`config.mk`:
```
export PLATFORM = sky130hd
export DESIGN_NAME = deadtime_gate_driver
export DESIGN_NICKNAME = d
export VERILOG_FILES = /design/src/rtl/spwm_pkg.sv /design/src/rtl/deadtime_phase.sv /design/src/rtl/deadtime_gate_driver.sv
export SDC_FILE = /design/constraint.sdc
export NUM_CORES = 1
export LEC_CHECK = 0
export ABC_AREA = 1
export ABC_CLOCK_PERIOD_IN_PS = 2000
export BUFFER_PORTS_ARGS = -buffer_cell sky130_fd_sc_hd__buf_2
export CORE_AREA = 2 2 91 58
export DETAILED_ROUTE_END_ITERATION = 12
export DIE_AREA = 0 0 93 60
export PLACE_DENSITY_LB_ADDON = 0.2
export SYNTH_ARGS = -nofsm -noshare
export SYNTH_HDL_FRONTEND = slang
export SYNTH_SLANG_ARGS = --single-unit
```
`constraint.sdc`:
```
create_clock -name clk_i -period 2 [get_ports clk_i]
set_input_delay 0.1 -clock clk_i [delete_from_list [all_inputs] [get_ports clk_i]]
set_output_delay 0.1 -clock clk_i [all_outputs]
set_load 0.02 [all_outputs]
```
`src/rtl/spwm_pkg.sv`:
```
// ============================================================================
// Module  : spwm_pkg
// Brief   : Shared encodings and defaults for the SPWM dead-time gate driver.
// Revision: 1.0
// ============================================================================
`default_nettype none

package spwm_pkg;

  typedef enum logic [1:0] {
    PH_OFF = 2'd0,
    PH_DT  = 2'd1,
    PH_HI  = 2'd2,
    PH_LO  = 2'd3
  } phase_state_e;

  typedef enum logic [1:0] {
    REQ_NONE    = 2'd0,
    REQ_H       = 2'd1,
    REQ_L       = 2'd2,
    REQ_ILLEGAL = 2'd3
  } req_e;

  localparam int DEAD_CYCLES_DEF = 20;
  localparam int CNT_W_DEF       = 8;

  function automatic req_e decode_req(input logic h, input logic l);
    case ({h, l})
      2'b10:   return REQ_H;
      2'b01:   return REQ_L;
      2'b11:   return REQ_ILLEGAL;
      default: return REQ_NONE;
    endcase
  endfunction

endpackage

`default_nettype wire

```
`src/rtl/deadtime_phase.sv`:
```
// ============================================================================
// Module  : deadtime_phase
// Brief   : One half-bridge: input register, request decode, dead-time FSM.
// Revision: 1.0
// ============================================================================
`default_nettype none

module deadtime_phase
  import spwm_pkg::*;
#(
  parameter int DEAD_CYCLES = DEAD_CYCLES_DEF,
  parameter int CNT_W       = CNT_W_DEF
) (
  input  logic clk_i,
  input  logic rst_ni,
  input  logic kill_i,
  input  logic clr_i,
  input  logic ph_i,
  input  logic pl_i,
  output logic gh_o,
  output logic gl_o,
  output logic err_o
);

  localparam logic [CNT_W-1:0] CNT_LAST = CNT_W'(DEAD_CYCLES - 1);

  logic         ph_q, pl_q;
  logic         err_q, err_d;
  logic [CNT_W-1:0] cnt_q, cnt_d;
  phase_state_e state_q, state_d;
  req_e         req;

  assign req = decode_req(ph_q, pl_q);

  always_ff @(posedge clk_i or negedge rst_ni) begin
    if (!rst_ni) begin
      ph_q    <= 1'b0;
      pl_q    <= 1'b0;
      err_q   <= 1'b0;
      cnt_q   <= '0;
      state_q <= PH_OFF;
    end else begin
      ph_q    <= ph_i;
      pl_q    <= pl_i;
      err_q   <= err_d;
      cnt_q   <= cnt_d;
      state_q <= state_d;
    end
  end

  always_comb begin
    state_d = state_q;
    cnt_d   = cnt_q;
    err_d   = (clr_i ? 1'b0 : err_q) | (req == REQ_ILLEGAL);
    if (kill_i) begin
      state_d = PH_OFF;
      cnt_d   = '0;
    end else begin
      case (state_q)
        PH_OFF: begin
          if (req == REQ_H || req == REQ_L) begin
            state_d = PH_DT;
            cnt_d   = '0;
          end
        end
        PH_DT: begin
          // Target side is whatever is requested in the last dead-time cycle.
          if (cnt_q == CNT_LAST) begin
            cnt_d = '0;
            case (req)
              REQ_H:   state_d = PH_HI;
              REQ_L:   state_d = PH_LO;
              default: state_d = PH_OFF;
            endcase
          end else begin
            cnt_d = cnt_q + 1'b1;
          end
        end
        PH_HI: begin
          if (req != REQ_H) begin
            state_d = PH_DT;
            cnt_d   = '0;
          end
        end
        PH_LO: begin
          if (req != REQ_L) begin
            state_d = PH_DT;
            cnt_d   = '0;
          end
        end
        default: begin
          state_d = PH_OFF;
          cnt_d   = '0;
        end
      endcase
    end
  end

  assign gh_o  = (state_q == PH_HI);
  assign gl_o  = (state_q == PH_LO);
  assign err_o = err_q;

endmodule

`default_nettype wire

```
`src/rtl/deadtime_gate_driver.sv`:
```
// ============================================================================
// Module  : deadtime_gate_driver
// Brief   : Three-phase gate driver with dead time, fault latch and ERR flags.
// Revision: 1.0
// ============================================================================
`default_nettype none

module deadtime_gate_driver
  import spwm_pkg::*;
#(
  parameter int DEAD_CYCLES = DEAD_CYCLES_DEF,
  parameter int CNT_W       = CNT_W_DEF
) (
  input  logic       clk_i,
  input  logic       rst_ni,
  input  logic       en_i,
  input  logic       flt_i,
  input  logic       clr_i,
  input  logic       pha_i,
  input  logic       pla_i,
  input  logic       phb_i,
  input  logic       plb_i,
  input  logic       phc_i,
  input  logic       plc_i,
  output logic       gha_o,
  output logic       gla_o,
  output logic       ghb_o,
  output logic       glb_o,
  output logic       ghc_o,
  output logic       glc_o,
  output logic       fault_o,
  output logic [2:0] err_o
);

  logic       flt_s1_q, flt_s2_q;
  logic       fault_q, fault_d;
  logic       clr_ok, kill;
  logic [2:0] ph, pl, gh, gl;

  always_ff @(posedge clk_i or negedge rst_ni) begin
    if (!rst_ni) begin
      flt_s1_q <= 1'b0;
      flt_s2_q <= 1'b0;
      fault_q  <= 1'b0;
    end else begin
      flt_s1_q <= flt_i;
      flt_s2_q <= flt_s1_q;
      fault_q  <= fault_d;
    end
  end

  // A clear is only honoured once the synchronised fault has gone away.
  assign clr_ok  = clr_i & ~flt_s2_q;
  assign fault_d = flt_s2_q | (fault_q & ~clr_ok);
  assign kill    = ~en_i | fault_q | flt_s2_q;

  assign ph = {phc_i, phb_i, pha_i};
  assign pl = {plc_i, plb_i, pla_i};

  for (genvar i = 0; i < 3; i++) begin : g_phase
    deadtime_phase #(
      .DEAD_CYCLES(DEAD_CYCLES),
      .CNT_W      (CNT_W)
    ) u_phase (
      .clk_i (clk_i),
      .rst_ni(rst_ni),
      .kill_i(kill),
      .clr_i (clr_ok),
      .ph_i  (ph[i]),
      .pl_i  (pl[i]),
      .gh_o  (gh[i]),
      .gl_o  (gl[i]),
      .err_o (err_o[i])
    );
  end

  assign {ghc_o, ghb_o, gha_o} = gh;
  assign {glc_o, glb_o, gla_o} = gl;
  assign fault_o = fault_q;

endmodule

`default_nettype wire

```
==> results.json <==
{
  "seq_area_frac_synth_pct": 42.62,
  "drive_above_1_share_pct": 13.28,
  "cts_buffers": 5,
  "layout_commonest_cell": "nand2_1",
  "setup_ws_ns": 0.6249,
  "num_antenna_cells": 0,
  "path_clk_slew_ns": 0.08,
  "synth_cells": 338,
  "std_cell_rows": 20,
  "drt-initial-drc-count": 89,
  "grt_max_degree": 43,
  "grt_pass1_wl_um": 8756,
  "insertion_delay_ns": 0.30,
  "fin_crit_sh_pct": 68.76,
  "yosysWarnings": 0,
  "hold_viol": 0,
  "synth_compound_area_share_pct": 4.059,
  "synth_fa_ha_area_share_pct": 6.088,
  "p_per_area_nw_per_um2": 607.7,
  "drc": 0,
  "final_max_slew_viol_count": 0,
  "syn_area_sq_um": 2466,
  "place_ws_ns": 0.6494,
  "setup_viol": 0,
  "tightest_slew_ns": 0.5450,
  "finish.net_count": 392,
  "synth_xor_area_share_pct": 0,
  "critPathMaxFanout": 18,
  "vias": 2160,
  "cap_viol_max_count": 0,
  "die-area_sq_um": 5580,
  "clock-sinks": 42,
  "synth_top_family_by_area": "simple AND/OR/NAND/NOR gates",
  "synthMuxAreaShare_pct": 0.8118,
  "cts_root_buffer": "clkbuf_8",
  "die_w_um": 93,
  "post_cts_buffers": 0,
  "grt_pass1_vias": 1948,
  "cp_cell_sequence": "inv_2, nand3_4, inv_4, nand2_2, inv_2, nand2_1, nand2_1",
  "grt_usage_pct": 20.45,
  "fillCellCount": 455,
  "synthesis.nets": 361,
  "rsz0062_at_grt": "no",
  "core-area_sq_um": 4805,
  "initial_core_util_pct": 51.33,
  "wl_um": 5086,
  "arrival_ns": 1.61,
  "cellLeakagePower_nw": 1.588,
  "ctsResizeCount": 0,
  "hold_ws_ns": 0.02241,
  "yosysUniqueCellTypes": 21,
  "fin_skew_ns": 0.004369,
  "min_period_ns": 1.375,
  "start_kind": "register",
  "port_buffers": 20,
  "avgViaCountPerCell": 4.966,
  "final_cell_mix": "106 x nand2_1, 48 x inv_1, 42 x dfrtp_1",
  "drt-wirelength-per-cell_um": 11.69,
  "worst-setup-path-type": "reg2reg",
  "antenna_found_initial": 0,
  "ios": 21,
  "synth-seq-cells": 42,
  "hold_class": "in2reg",
  "vdd_drop_max_v": 0.0003842,
  "holdBufCountCts": 8,
  "htree_levels": 2,
  "gp_congestion": 0.8778,
  "die_h_um": 60,
  "syn-mean-instance-area_sq_um": 7.296,
  "yosys.area_share.simple_pct": 35.36,
  "status": "finished clean",
  "critPathMaxStageDelay_ns": 0.40,
  "tns_ns": 0,
  "end_kind": "register",
  "slew_headroom_pct": 63.66,
  "final_antenna_net_count": 0,
  "max_freq_mhz": 727.2,
  "clk_path_buf_depth": 2,
  "synthToLayoutAreaGrowth_pct": 13.85,
  "grt_overflow": 0,
  "firstDrtPassIters": 4,
  "crit_slowest_cell": "dfrtp_1",
  "critical_path_required_ns": 2.24,
  "place_hpwl_um": 3591,
  "tritoncts": "done"
}
## registers in the layout, summed over array words and instances (netlist names)
name,flops
g_phase.u_phase.ph_q,3
fault_o,1
flt_s2_q,1
g_phase.u_phase.cnt_q,24
g_phase.u_phase.pl_q,3
g_phase.u_phase.err_o,3
flt_s1_q,1
g_phase.u_phase.state_q,6
## final timing paths
path                                               end  slack (ns)     start  depth (start not counted)
setup / recovery           g_phase[2].u_phase.cnt_q[4]        0.62   fault_o                          7
hold / removal                                 fault_o        0.02     clr_i                          2
setup reg to reg           g_phase[2].u_phase.cnt_q[4]        0.62   fault_o                          7
hold reg to reg                               flt_s2_q        0.35  flt_s1_q                          0
max in group asynchronous      g_phase[0].u_phase.pl_q        1.21    rst_ni                          3
min in group asynchronous                      fault_o        0.41    rst_ni                          3
## cell usage after synthesis
master | instances | area, sq um
nor2_1 | 31 | 116.4
a21o_1 | 3 | 22.52
nand4_1 | 17 | 106.4
buf_6 | 1 | 11.26
mux2i_1 | 2 | 20.02
dfrtp_1 | 42 | 1051
nor2_2 | 1 | 6.260
nor3_1 | 3 | 15.01
nand2_2 | 5 | 31.28
nand3_1 | 34 | 170.2
inv_1 | 48 | 180.2
o21bai_1 | 3 | 22.52
nor2_4 | 1 | 11.26
inv_2 | 12 | 45.04
nand2_1 | 106 | 397.9
buf_4 | 4 | 30.03
nand3_4 | 1 | 17.52
ha_1 | 12 | 150.1
o21ai_1 | 7 | 35.03
inv_4 | 1 | 6.260
o21ai_0 | 4 | 20.02
## stage by stage
| stage | area (sq um) | utilization [%] | std cells | total power [W] |
|---|---|---|---|---|
| after floorplan | 2466 | - | 338 | 0.0009774 |
| after global placement | 2615 | 54.43 | 420 | 0.001016 |
| after detailed placement | 2615 | 54.43 | 420 | 0.001020 |
| after CTS | 2808 | 58.44 | 435 | 0.001720 |
| after global routing | 2808 | 58.44 | 435 | 0.001772 |
| final | 2808 | 58.44 | 435 | 0.001706 |
## kinds of logic (layout without fill, tap and decap cells)
group / after synthesis / in the layout
AND/OR/NAND/NOR: 199 / 199
buffers and inverters: 66 / 97
flip-flops: 42 / 42
AO/OA/AOI/OAI: 17 / 17
adder cells (fa/ha/maj): 12 / 12
multiplexers: 2 / 2
## final cells by class
cell class              count  area (sq um)  area share (%)
clock buffers               6         82.58           2.941
flip-flops and latches     42          1051           37.43
multi-input cells         230          1142           40.69
well taps                  66         82.58           2.941
inverters                  61         231.5           8.244
clock inverters             1         30.03           1.070
repair buffers             29         187.7           6.684
## critical path: cells and delay by family (launching register included)
family | cells | cell delay, ns
flip-flops | 1 | 0.40
AND/OR/NAND/NOR | 4 | 0.46
buffers and inverters | 3 | 0.46
## per-layer routing
layer / vias up / part of all wire, % / GRT usage, %
li1: 1115 / - / -
met1: 995 / 51 / 28.77
met2: 46 / 44 / 31.88
met3: 4 / 3.9 / 4.161
met4: 0 / 0.81 / 7.353
met5: - / 0 / 0
## power breakdown
part / internal, W / total, W / switching [W]
logic: 0.0000479 / 0.000131 / 0.0000830
registers: 0.000868 / 0.000884 / 0.0000157
clock network: 0.000400 / 0.000692 / 0.000292
total: 0.00132 / 0.00171 / 0.000391
(Power assumes the default switching activity.)
